`config.mk`:
```
export PLATFORM = sky130hd
export DESIGN_NAME = vr_rr_arbiter
export DESIGN_NICKNAME = d
export VERILOG_FILES = /design/src/rtl/vr_pkg.sv /design/src/rtl/rr_pick_comb.sv /design/src/rtl/vr_rr_arbiter.sv
export SDC_FILE = /design/constraint.sdc
export NUM_CORES = 1
export LEC_CHECK = 0
export ABC_AREA = 1
export CAP_MARGIN = 40
export CORE_MARGIN = 1
export CORE_UTILIZATION = 40
export CTS_CLUSTER_DIAMETER = 50
export DETAILED_ROUTE_END_ITERATION = 6
export GPL_TIMING_DRIVEN = 1
export PLACE_DENSITY_LB_ADDON = 0.12
export SLEW_MARGIN = 10
export SYNTH_ARGS = -nofsm -noshare
export SYNTH_HDL_FRONTEND = slang
export SYNTH_SLANG_ARGS = --single-unit
```
`constraint.sdc`:
```
create_clock -name clk -period 5 [get_ports clk]
set_input_delay 0.5 -clock clk [delete_from_list [all_inputs] [get_ports clk]]
set_output_delay 0.5 -clock clk [all_outputs]
set_load 0.005 [all_outputs]
```
`src/rtl/vr_pkg.sv`:
```
// -----------------------------------------------------------------------------
// vr_pkg
// Shared types and helpers for the valid/ready round-robin arbiter.
//   state_t  : arbiter FSM states (IDLE = no grant, GRANT = grant held)
//   DEF_*    : default N_REQ / DW / MAX_BURST values
//   pick_t   : result of a round-robin search {found, idx}
//   rr_pick  : first set request at or after a start index, wrapping modulo n
// -----------------------------------------------------------------------------
package vr_pkg;

    typedef enum logic [0:0] {
        IDLE  = 1'b0,
        GRANT = 1'b1
    } state_t;

    localparam int DEF_N_REQ     = 4;
    localparam int DEF_DW        = 8;
    localparam int DEF_MAX_BURST = 4;

    // The search helper is written once at the largest supported width;
    // callers zero-extend their request vector and pass the live count n.
    localparam int MAX_REQ = 16;
    localparam int PICK_IW = 4;
    localparam int PICK_JW = PICK_IW + 1;   // one spare bit for the wrap sum

    typedef struct packed {
        logic               found;
        logic [PICK_IW-1:0] idx;
    } pick_t;

    // Rotate the request vector so that 'start' lands on bit 0, take the
    // lowest set bit, then rotate the offset back. Rotation is modulo n, so
    // bits at or above n never participate (non power-of-two counts).
    function automatic pick_t rr_pick(input logic [MAX_REQ-1:0] req,
                                      input logic [PICK_IW-1:0] start,
                                      input int                 n);
        pick_t               p;
        logic [MAX_REQ-1:0]  rot;
        logic [PICK_JW-1:0]  j;
        logic [PICK_JW-1:0]  off;
        logic                found;

        rot   = '0;
        off   = '0;
        found = 1'b0;

        for (int k = 0; k < MAX_REQ; k++) begin
            j = {1'b0, start} + PICK_JW'(k);
            if (j >= PICK_JW'(n)) j = j - PICK_JW'(n);
            if (k < n) rot[k] = req[PICK_IW'(j)];
        end

        // Scan downward so the last hit kept is the lowest offset.
        for (int k = MAX_REQ - 1; k >= 0; k--) begin
            if (rot[k]) begin
                found = 1'b1;
                off   = PICK_JW'(k);
            end
        end

        j = {1'b0, start} + off;
        if (j >= PICK_JW'(n)) j = j - PICK_JW'(n);

        p.found = found;
        p.idx   = found ? PICK_IW'(j) : '0;
        return p;
    endfunction

endpackage

```
`src/rtl/rr_pick_comb.sv`:
```
// -----------------------------------------------------------------------------
// rr_pick_comb
// Combinational round-robin pick: rotate / priority-encode / unrotate.
//   req_i   [N_REQ] : request vector
//   start_i [IDW]   : index searched first (must be < N_REQ)
//   found_o         : at least one request is set
//   idx_o   [IDW]   : chosen requester (0 when found_o = 0)
// -----------------------------------------------------------------------------
module rr_pick_comb
    import vr_pkg::*;
#(
    parameter int N_REQ = DEF_N_REQ,
    parameter int IDW   = $clog2(DEF_N_REQ)
) (
    input  logic [N_REQ-1:0] req_i,
    input  logic [IDW-1:0]   start_i,
    output logic             found_o,
    output logic [IDW-1:0]   idx_o
);

    pick_t pick;

    assign pick    = rr_pick(MAX_REQ'(req_i), PICK_IW'(start_i), N_REQ);
    assign found_o = pick.found;
    assign idx_o   = IDW'(pick.idx);

endmodule

```
`src/rtl/vr_rr_arbiter.sv`:
```
// -----------------------------------------------------------------------------
// vr_rr_arbiter
// Shares one downstream valid/ready channel among N_REQ upstream masters.
// A grant is held for up to MAX_BURST beats, or until the owner drops valid,
// then rotates round-robin with no bubble when another requester is waiting.
//   clk, rst (async, active-high)
//   s_valid [N_REQ]    in  : per-requester valid
//   s_ready [N_REQ]    out : per-requester ready (only the owner sees m_ready)
//   s_data  [N_REQ*DW] in  : requester i at bits [i*DW +: DW]
//   m_valid / m_ready / m_data : downstream channel
//   grant_vld, grant_idx [IDW]  : current grant (grant_idx = 0 when idle)
// -----------------------------------------------------------------------------
module vr_rr_arbiter
    import vr_pkg::*;
#(
    parameter int  N_REQ     = DEF_N_REQ,
    parameter int  DW        = DEF_DW,
    parameter int  MAX_BURST = DEF_MAX_BURST,
    localparam int IDW       = $clog2(N_REQ)
) (
    input  logic                clk,
    input  logic                rst,
    input  logic [N_REQ-1:0]    s_valid,
    output logic [N_REQ-1:0]    s_ready,
    input  logic [N_REQ*DW-1:0] s_data,
    output logic                m_valid,
    input  logic                m_ready,
    output logic [DW-1:0]       m_data,
    output logic                grant_vld,
    output logic [IDW-1:0]      grant_idx
);

    localparam int             BCW       = $clog2(MAX_BURST + 1);
    localparam logic [BCW-1:0] LAST_BEAT = BCW'(MAX_BURST - 1);
    localparam logic [IDW-1:0] LAST_IDX  = IDW'(N_REQ - 1);

    state_t          state_q,     state_d;
    logic [IDW-1:0]  grant_idx_q, grant_idx_d;
    logic [IDW-1:0]  rr_ptr_q,    rr_ptr_d;
    logic [BCW-1:0]  burst_cnt_q, burst_cnt_d;

    logic            granted;
    logic            owner_valid;
    logic            beat;
    logic            rel_grant;
    logic [IDW-1:0]  next_ptr;
    logic [IDW-1:0]  pick_start;
    logic            pick_found;
    logic [IDW-1:0]  pick_idx;

    // ---------------------------------------------------------------- datapath
    // Everything here is decoded from the grant register only, so m_ready
    // never reaches m_valid combinationally.
    // NOTE: every signal assigned in an always_comb gets a value before any
    // branch; a path that leaves one unassigned infers a latch.
    always_comb begin
        granted     = (state_q == GRANT);
        owner_valid = s_valid[grant_idx_q];
        m_valid     = granted & owner_valid;
        m_data      = s_data[grant_idx_q*DW +: DW];
        s_ready     = '0;
        if (granted) s_ready[grant_idx_q] = m_ready;

        beat      = m_valid & m_ready;
        // Release on the last beat of a burst, or as soon as the owner idles.
        rel_grant = granted & (~owner_valid | (beat & (burst_cnt_q == LAST_BEAT)));

        next_ptr   = (grant_idx_q == LAST_IDX) ? '0 : grant_idx_q + 1'b1;
        // On release the search starts just past the old owner, which makes
        // it the lowest-priority candidate in the same-edge re-arbitration.
        pick_start = granted ? next_ptr : rr_ptr_q;

        grant_vld  = granted;
        grant_idx  = grant_idx_q;
    end

    rr_pick_comb #(
        .N_REQ (N_REQ),
        .IDW   (IDW)
    ) u_pick (
        .req_i   (s_valid),
        .start_i (pick_start),
        .found_o (pick_found),
        .idx_o   (pick_idx)
    );

    // -------------------------------------------------------------- next state
    always_comb begin
        state_d     = state_q;
        grant_idx_d = grant_idx_q;
        rr_ptr_d    = rr_ptr_q;
        burst_cnt_d = burst_cnt_q;

        unique case (state_q)
            IDLE: begin
                if (pick_found) begin
                    state_d     = GRANT;
                    grant_idx_d = pick_idx;
                    burst_cnt_d = '0;
                end
            end
            GRANT: begin
                if (rel_grant) begin
                    rr_ptr_d    = next_ptr;
                    burst_cnt_d = '0;
                    if (pick_found) begin
                        grant_idx_d = pick_idx;       // handover, no bubble
                    end else begin
                        state_d     = IDLE;
                        grant_idx_d = '0;
                    end
                end else if (beat) begin
                    burst_cnt_d = burst_cnt_q + 1'b1; // frozen while stalled
                end
            end
            default: begin
                state_d     = IDLE;
                grant_idx_d = '0;
                burst_cnt_d = '0;
            end
        endcase
    end

    // ---------------------------------------------------------------- registers
    // NOTE: state registers use non-blocking assignments so every flop samples
    // the pre-edge value of its inputs, independent of statement order.
    always_ff @(posedge clk or posedge rst) begin
        if (rst) begin
            state_q     <= IDLE;
            grant_idx_q <= '0;
            rr_ptr_q    <= '0;
            burst_cnt_q <= '0;
        end else begin
            state_q     <= state_d;
            grant_idx_q <= grant_idx_d;
            rr_ptr_q    <= rr_ptr_d;
            burst_cnt_q <= burst_cnt_d;
        end
    end

endmodule

```
# After elaboration in Yosys (flattened, before gate mapping)
# Index checks and enable logic that the tools add are counted.
dict set report totals {
  wordCells 83
  ff_bits 8
  inputBits 39
  out_inout_bits 16
}
dict set report op_classes {
  add_sub_neg 11
  muxes 39
  n_lt_le_gt_ge 11
  reduce_logical 4
  n_eq_ne 5
  bitwise_logic 8
  n_shift 1
}
# cell count
set ops {}
lappend ops {{variable part select 32 x 6 -> 8 bit} 1}
lappend ops {{less-than comparator 4 x 5 -> 1 bit (second input constant)} 4}
lappend ops {{two-way mux 2 bit} 10}
lappend ops {{two-way mux 4 bit} 5}
lappend ops {{binary-select mux 1 bit (select 4 bit)} 4}
lappend ops {{>= comparator 5 x 3 -> 1 bit (second input constant)} 3}
lappend ops {{two-way mux 1 bit} 12}
lappend ops {{subtractor 4 x 3 -> 4 bit (second input constant)} 3}
lappend ops {{two-way mux 3 bit} 3}
lappend ops {{adder 2 x 2 -> 3 bit (second input constant)} 2}
lappend ops {{one-hot mux 3 bit (2 select lines)} 1}
lappend ops {{AND reduction 2 bit} 3}
lappend ops {{bitwise AND 1 bit} 4}
lappend ops {{bitwise AND 4 bit} 1}
lappend ops {{one-hot mux 2 bit (2 select lines)} 1}
lappend ops {{subtractor 2 x 3 -> 4 bit (second input constant)} 1}
lappend ops {{adder 2 x 1 -> 3 bit (second input constant)} 1}
lappend ops {{adder 2 x 2 -> 3 bit} 1}
lappend ops {{adder 3 x 1 -> 3 bit (second input constant)} 1}
lappend ops {{equality test 3 x 2 -> 1 bit (second input constant)} 1}
lappend ops {{>= comparator 2 x 3 -> 1 bit (second input constant)} 1}
lappend ops {{>= comparator 3 bit (second input constant)} 1}
lappend ops {{less-than comparator 2 x 3 -> 1 bit (second input constant)} 1}
lappend ops {{!= test 3 x 1 -> 1 bit (second input constant)} 1}
lappend ops {{other kinds (12)} 13}

# Depth between registers and ports, before layout
# Gate-level depths: netlist (run 1).
dict set report logic_depth {
  ltp_word 18
  ltp_mapped 18
  ltp_nobuf 17
}

# Modules after synthesis
# Synthesis (run 1) repeated with hierarchy kept, for this count alone.
dict set report unflattened {
  cells_unflattened 173
  area_unflattened_um2 1138.6
}
# mod n_inst cells_per_inst seq_area_each_um2 area_each_um2
set modules_own_cells {}
lappend modules_own_cells {vr_rr_arbiter 1 123 200.2 853.3}
lappend modules_own_cells {rr_pick_comb 1 50 0.0 285.3}

# Worst setup path after synthesis (run 1)
# OpenSTA, ideal clock, no wires.
dict set report synth_timing {
  path_kind {reg2reg}
  start {register grant_idx_q[0], in the netlist grant_idx[0]}
  end {register grant_idx_q[1], in the netlist grant_idx[1]}
  setup_ps 118
  period_less_slack_ps 2877
  slack_ps 2123
  t_required_ps 4882
  path_buffers 1
  t_arrival_ps 2759
  stages_incl_launch_ff 19
  cell_sequence {dfrtp_1 -> inv_2 -> buf_1 -> ha_1 -> inv_1 -> nand2_1 -> o21ai_4 -> ha_1 -> inv_1 -> nand3_1 -> nand2_2 -> clkinv_1 -> a21oi_1 -> ha_1 -> xnor2_1 -> nand3b_1 -> nand2_1 -> nand3_1 -> nand2_1}
}
dict set report synth_between {
  elab_chain_len 18
  elab_cells_between_ends 54
  classes_between {add/sub (10); order compare (5); eq/ne (3); mux (29); bitwise (6); reduce/logical (1)}
}
# element line
set synth_lines {}
lappend synth_lines {{start: declaration} vr_rr_arbiter.sv:38} ;# logic [IDW-1:0] grant_idx_q, grant_idx_d;
lappend synth_lines {{start signal: assignment} vr_rr_arbiter.sv:135} ;# grant_idx_q <= grant_idx_d;
lappend synth_lines {{adder 2 x 1 -> 2 bit or equality test 2 bit (tied branches)} vr_rr_arbiter.sv:68} ;# next_ptr = (grant_idx_q == LAST_IDX) ? '0 : grant_idx_q + 1'b1;
lappend synth_lines {{two-way mux 2 bit (*)} vr_rr_arbiter.sv:68}
lappend synth_lines {{net next_ptr[1]} vr_rr_arbiter.sv:46} ;# logic [IDW-1:0] next_ptr;
lappend synth_lines {{two-way mux 2 bit (*)} vr_rr_arbiter.sv:71} ;# pick_start = granted ? next_ptr : rr_ptr_q;
lappend synth_lines {{adder 2 x 2 -> 3 bit} vr_pkg.sv:48} ;# j = {1'b0, start} + PICK_JW'(k);
lappend synth_lines {{subtractor 4 x 3 -> 4 bit or >= comparator 5 x 3 -> 1 bit (tied branches)} vr_pkg.sv:49} ;# if (j >= PICK_JW'(n)) j = j - PICK_JW'(n);
lappend synth_lines {{two-way mux 4 bit} vr_pkg.sv:49}
lappend synth_lines {{binary-select mux 1 bit (select 4 bit)} vr_pkg.sv:50} ;# if (k < n) rot[k] = req[PICK_IW'(j)];
lappend synth_lines {{two-way mux 1 bit (implied by the code)} vr_pkg.sv:50}
lappend synth_lines {{two-way mux 2 bit (4 in a row)} vr_pkg.sv:55} ;# if (rot[k]) begin
lappend synth_lines {{adder 2 x 2 -> 3 bit} vr_pkg.sv:61} ;# j = {1'b0, start} + off;
lappend synth_lines {{>= comparator 3 bit or subtractor 2 x 1 -> 2 bit (tied branches)} vr_pkg.sv:62} ;# if (j >= PICK_JW'(n)) j = j - PICK_JW'(n);
lappend synth_lines {{two-way mux 2 bit} vr_pkg.sv:62}
lappend synth_lines {{two-way mux 2 bit} vr_rr_arbiter.sv:106} ;# if (pick_found) begin
lappend synth_lines {{two-way mux 2 bit} vr_rr_arbiter.sv:103} ;# if (rel_grant) begin
lappend synth_lines {{one-hot mux 2 bit (2 select lines)} vr_rr_arbiter.sv:94} ;# unique case (state_q)
# Mark *: on every way through the listed nets, which the timed path passes. The rest lies on a longest branch. The select of a mux whose other input is x is not followed.
# A chain may end at the register's enable or synchronous reset.

# Worst setup path after layout (run 1)
# Same ends and word-level chain as after synthesis.

==> results of run 1 <==
-- placed cells by master, fill, tap and decap left out --
| master | Yosys | routed |
|---|---|---|
| nand2_4 | 3 | 3 |
| nor2_1 | 24 | 24 |
| nand2_2 | 6 | 6 |
| dfrtp_1 | 8 | 8 |
| o21ai_4 | 1 | 1 |
| o31ai_1 | 1 | 1 |
| nand4_4 | 1 | 1 |
| clkdlybuf4s50_1 | 0 | 54 |
| inv_8 | 1 | 1 |
| nand2_1 | 26 | 26 |
| nand3_2 | 5 | 5 |
| o21ai_2 | 2 | 2 |
| clkbuf_4 | 0 | 3 |
| nor2_8 | 1 | 1 |
| nand2_8 | 1 | 1 |
| inv_2 | 1 | 1 |
| inv_1 | 18 | 18 |
| ha_1 | 9 | 9 |
| a21oi_1 | 3 | 3 |
| nand3_1 | 20 | 20 |
| o22ai_1 | 8 | 8 |
| nand4_1 | 3 | 3 |
| clkinv_1 | 2 | 2 |
| o21ai_0 | 19 | 19 |
| xnor2_1 | 1 | 1 |
| nand3b_1 | 1 | 1 |
-- through the flow --
stage                     area, um2  hold WS [ns]  setup slack, ns  std cells
final                          1710         0.477             1.56        252
after floorplan                1140         0.316             2.12        170
after CTS                      1710         0.480             1.56        252
after detailed placement       1690         0.468             1.58        249
after global routing           1710         0.509             1.25        252
after global placement         1690         0.458             1.70        249
-- worst reg2reg max path: cells and delay by family (launching register included) --
family,cells,cell delay [ns]
AO/OA/AOI/OAI,2,0.28
XOR/XNOR,1,0.13
adder cells (fa/ha/maj),3,0.83
buffers and inverters,4,0.57
flip-flops,1,0.88
AND/OR/NAND/NOR,7,0.65
-- power by group --
part           switching (mW)  internal, mW
sequential             0.0766        0.0982
combinational           0.638         0.482
clock                  0.0222        0.0275
total                   0.737         0.607
-- layer usage --
layer,vias up,track usage (%)
met4,0,6.79
met3,2,3.04
met5,-,0
met1,608,26.0
li1,676,-
met2,41,39.1
-- cell type report --
| type | count | area share (%) |
|---|---|---|
| multi-input cells | 135 | 47.9 |
| repair buffers | 54 | 31.6 |
| flip-flops and latches | 8 | 11.7 |
| inverters | 22 | 5.27 |
| well taps | 30 | 2.19 |
| clock buffers | 3 | 1.32 |
-- flip-flops by register name (all words and copies together), names as in the netlist --
signal / flops
burst_cnt_q: 3
grant_idx: 2
rr_ptr_q: 2
grant_vld: 1
-- worst max-delay path by stage --
| stage | start | to | slack (ns) | depth (start not counted) |
|---|---|---|---|---|
| final | grant_idx[0] | grant_idx[1] | 1.56 | 17 |
| after floorplan | grant_idx[0] | grant_idx[1] | 2.12 | 18 |
| after global placement | grant_idx[0] | grant_idx[1] | 1.70 | 17 |
| after CTS | grant_idx[0] | grant_idx[1] | 1.56 | 17 |
| after global routing | grant_idx[0] | grant_idx[1] | 1.25 | 17 |
| after detailed placement | grant_idx[0] | grant_idx[1] | 1.58 | 17 |
-- kinds of logic (layout without fill, tap and decap cells) --
group / after synthesis / in the layout
AO/OA/AOI/OAI: 34 / 34
XOR/XNOR: 1 / 1
adder cells (fa/ha/maj): 9 / 9
buffers and inverters: 27 / 79
flip-flops: 8 / 8
AND/OR/NAND/NOR: 91 / 91
==> results.json, run 1 <==
{
  "cts_resized": 0,
  "rsz0062_at_grt": "no",
  "path_clk_slew_ns": 0.05,
  "gr-total-overflow": 0,
  "fin_crit_sh_pct": 68.9,
  "worstPathBufferInverterCount": 4,
  "start_kind": "flop",
  "hold_buffers": 0,
  "synth_top_family_by_area": "simple AND/OR/NAND/NOR gates",
  "slowest_stage": "dfrtp_1",
  "n_antenna_cell": 0,
  "place_congestion": 0.816,
  "syn_avg_cell_area_um2": 6.70,
  "tritoncts": "yes",
  "cts.sinks": 8,
  "synthCells": 170,
  "antenna_found_initial": 0,
  "place_hpwl_um": 2600,
  "ys_async_sr_fraction_pct": 100,
  "drv_cap": 0,
  "synth_ff_type": "dfrtp_1",
  "wirelength_um": 3230,
  "drtIter0Drc": 48,
  "hold_path_class": "flop to flop",
  "row_count": 18,
  "worstHoldPathCells": 2,
  "min_period_ns": 3.44,
  "synth_fp_nets": 218,
  "regToRegSetupSlack_ns": 1.56,
  "finalSetupViolations": 0,
  "cp.arrival_ns": 3.58,
  "yosys.area.top_type": "dfrtp_1",
  "synth_top_area_share_pct": 17.6,
  "reg2reg_depth": 17,
  "ys_seq_area_share_pct": 17.6,
  "wl_met1_um": 1400,
  "critical_path.max_stage_delay_ns": 0.88,
  "status": "finished clean",
  "met3WireLength_um": 161,
  "slew_viol_final": 0,
  "yosysWarnings": 0,
  "die_x_um": 55.4,
  "syn_to_final_growth_pct": 50.1,
  "fin_util_pct": 66.0,
  "dieArea_um2": 3070,
  "drtPass1Iterations": 5,
  "max-clock-path-buffers": 2,
  "grt_pass1_wl_um": 5420,
  "route.detailed.drc": 0,
  "synth_edf_count": 0,
  "wl_met2_um": 1650,
  "end_kind": "flop",
  "hold_start": "burst_cnt_q[2]",
  "ant_nets": 0,
  "synth_xor_area_share_pct": 0.768,
  "ys_ff_latch": 8,
  "synth_mux_area_share_pct": 0,
  "cp_top_family": "flip-flops",
  "power_density_nw_per_um2": 786,
  "syn_area_um2": 1140,
  "drive_gt1_share_pct": 11.3,
  "path_max_fanout": 27,
  "design_power_total_mw": 1.34,
  "grt_pass1_vias": 1288,
  "synth_top_cells_by_count": "nand2_1 (26), nor2_1 (24), nand3_1 (20)",
  "grt_usage_pct": 21.6,
  "viasPerCell": 5.27,
  "start_util_pct": 44.0,
  "synth-compound-area-share_pct": 17.7,
  "synth_fa_ha_area_share_pct": 9.88,
  "reg2reg_to": "grant_idx[1]",
  "crit_chain": "inv_2 > ha_1 > inv_1 > nand2_1 > o21ai_4 > ha_1 > inv_1 > nand3_1 > nand2_2 > clkinv_1 > a21oi_1 > ha_1 > xnor2_1 > nand3b_1 > nand2_1 > nand3_1 > nand2_1",
  "die_h_um": 55.4,
  "boundaryPins": 55,
  "tightest_slew_ns": 0.827,
  "core_area_um2": 2590,
  "slew_headroom_pct": 44.9,
  "skew_ns": 0.00104,
  "port_buffers": 54,
  "fillers": 233,
  "root_buffer": "clkbuf_4",
  "synth_most_common_cell": "nand2_1",
  "required_ns": 5.14,
  "cts_setup_buffers": 0,
  "fin_tns_setup_ns": 0,
  "clkLatencyLatePin_ns": 0.25,
  "clock.fmax_ghz": 0.290,
  "synth_cell_types": 27,
  "whs_endpoint": "burst_cnt_q[2]",
  "dr.max_layer_used": "met4",
  "critPathKind": "flop to flop",
  "htreeDepth": 1,
  "ys_top_cells_by_area": "dfrtp_1 (18%), ha_1 (9.9%), nand3_1 (8.8%), nand2_1 (8.6%), o21ai_0 (8.3%)",
  "layout.nets": 272,
  "power.leakage_nw": 0.779,
  "wl_per_cell_um": 12.8,
  "cts_inserted_buffers": 3,
  "ir_drop_v": 0.000851,
  "register_area_um2": 200,
  "synthSimpleGateAreaFrac_pct": 43.6,
  "num_vias": 1327,
  "reg2reg_from": "grant_idx[0]",
  "hold_viol": 0,
  "multi_input_area_um2": 820,
  "grt_max_degree": 28
}
Power figures use the tool's default switching activity.
==> run 2: changes to the inputs <==
Settings changed: CORE_UTILIZATION 40 to 37.
Clock period 5 ns to 2.9 ns, I/O delays scaled along.
==> run 2 against run 1 <==
Die area grew 7.8%; fmax up 30%; non-clock buffer count rose by 4; largest power group unchanged.
==> results.json, run 2 (synthesized netlist as in run 1, its figures left out) <==
{
  "drtPass1Iterations": 4,
  "start_kind": "flop",
  "cts.sinks": 8,
  "n_antenna_cell": 0,
  "row_count": 19,
  "largest-register": "burst_cnt_q",
  "cts_inserted_buffers": 3,
  "rsz0062_at_grt": "no",
  "mostFrequentLayoutCells": "clkdlybuf4s50_1 (54), nand2_1 (26), nor2_1 (24), nand3_1 (20), o21ai_0 (19)",
  "grt_pass1_vias": 1440,
  "min_period_ns": 2.65,
  "grt.busiest_layer": "met2",
  "grt_max_degree": 27,
  "layout.nets": 276,
  "path_max_fanout": 5,
  "boundaryPins": 55,
  "final_common_cell": "clkdlybuf4s50_1",
  "fin_tns_setup_ns": 0,
  "ant_nets": 0,
  "core_area_um2": 2830,
  "clock.fmax_ghz": 0.378,
  "reg2reg_depth": 17,
  "regToRegSetupSlack_ns": 0.25,
  "die_h_um": 57.5,
  "place_ws_ns": 0.226,
  "use_met1_pct": 26.9,
  "drtIter0Drc": 62,
  "gr-total-overflow": 0,
  "power_density_nw_per_um2": 1380,
  "finalSetupViolations": 0,
  "cts_resized": 0,
  "root_buffer": "clkbuf_4",
  "ir_drop_v": 0.000683,
  "end_kind": "flop",
  "cts_setup_buffers": 0,
  "reg2reg_to": "grant_idx[1]",
  "syn_to_final_growth_pct": 52.9,
  "place_hpwl_um": 2870,
  "clkLatencyLatePin_ns": 0.25,
  "port_buffers": 54,
  "startpoint": "grant_idx[1]",
  "htreeDepth": 1,
  "slew_viol_final": 0,
  "max-clock-path-buffers": 2,
  "start_util_pct": 40.3,
  "wl_per_cell_um": 13.6,
  "use_met3_pct": 2.72,
  "hold_path_class": "input pin to asynchronous set/reset pin",
  "drv_cap": 0,
  "hold_buffers": 0,
  "grt_usage_pct": 23.0,
  "grt_pass1_wl_um": 6090,
  "place_congestion": 0.968,
  "use_met2_pct": 44.2,
  "cp.arrival_ns": 2.79,
  "fin_ws_ns": 0.251,
  "viasPerCell": 5.23,
  "critPathKind": "flop to flop",
  "path_clk_slew_ns": 0.05,
  "route.detailed.drc": 0,
  "status": "finished clean",
  "num_vias": 1345,
  "tritoncts": "yes",
  "fillers": 278,
  "drive_gt1_share_pct": 13.3,
  "fin_crit_sh_pct": 91.3,
  "skew_ns": 0.00165,
  "required_ns": 3.04,
  "reg2reg_from": "grant_idx[1]",
  "antenna_found_initial": 0,
  "hold_viol": 0,
  "tightest_slew_ns": 0.401,
  "wirelength_um": 3490,
  "power.leakage_nw": 0.798,
  "slew_headroom_pct": 73.0,
  "dieArea_um2": 3310,
  "die_x_um": 57.5,
  "largest_register_ffs": 3
}
[run 2: cell types whose count changed in the layout (fill, tap and decap cells not counted), sizes merged]
| cell | before | now |
|---|---|---|
| buf | 0 | 4 |
[run 2: layer usage]
| layer | up-vias | share of wire [%] |
|---|---|---|
| met5 | - | 0 |
| met4 | 0 | 0.83 |
| met3 | 4 | 3.8 |
| met2 | 35 | 53 |
| met1 | 625 | 42 |
| li1 | 681 | - |
[run 2: cell type report]
cell class | count | area (um2) | area share (%)
Timing Repair Buffer | 58 | 571 | 32.7
Inverter | 22 | 90.1 | 5.17
Sequential cell | 8 | 201 | 11.6
Tap cell | 31 | 38.8 | 2.23
Multi-Input combinational cell | 135 | 820 | 47.0
Clock buffer | 3 | 22.5 | 1.29
[run 2: how the worst max path moves through the flow]
stage                        end  depth (start not counted)
detailed placement  grant_idx[1]                         17
global route        grant_idx[1]                         17
CTS                 grant_idx[1]                         15
global placement    grant_idx[1]                         15
finish              grant_idx[1]                         17
floorplan           grant_idx[1]                         18
[run 2: through the flow]
stage                     cells  utilization (%)  hold slack, ns  instance area [um2]  total power [mW]
after floorplan             170                -           0.106                 1140              1.70
after global placement      254             60.8           0.457                 1720              2.25
after detailed placement    254             60.8           0.475                 1720              2.32
after CTS                   257             61.6           0.293                 1740              2.42
after global routing        257             61.6           0.329                 1740              2.65
final                       257             61.6           0.280                 1740              2.41
[run 2: power by group]
part | switching, mW | internal (mW) | leakage (nW)
combinational | 1.21 | 0.870 | 0.687
sequential | 0.0665 | 0.172 | 0.0971
clock | 0.0368 | 0.0473 | 0.0138
[run 2: critical path, stage by stage, from the launching register on]
cell and delay, ns:
dfrtp_1 0.35, clkinv_1 0.09, ha_1 0.27, inv_1 0.11, nand2_1 0.10, o21ai_4 0.12
ha_1 0.28, inv_1 0.06, nand3_1 0.09, nand2_2 0.14, clkinv_1 0.10, a21oi_1 0.17
ha_1 0.19, xnor2_1 0.15, nand3b_1 0.14, nand2_1 0.06, nand3_1 0.07, nand2_1 0.07
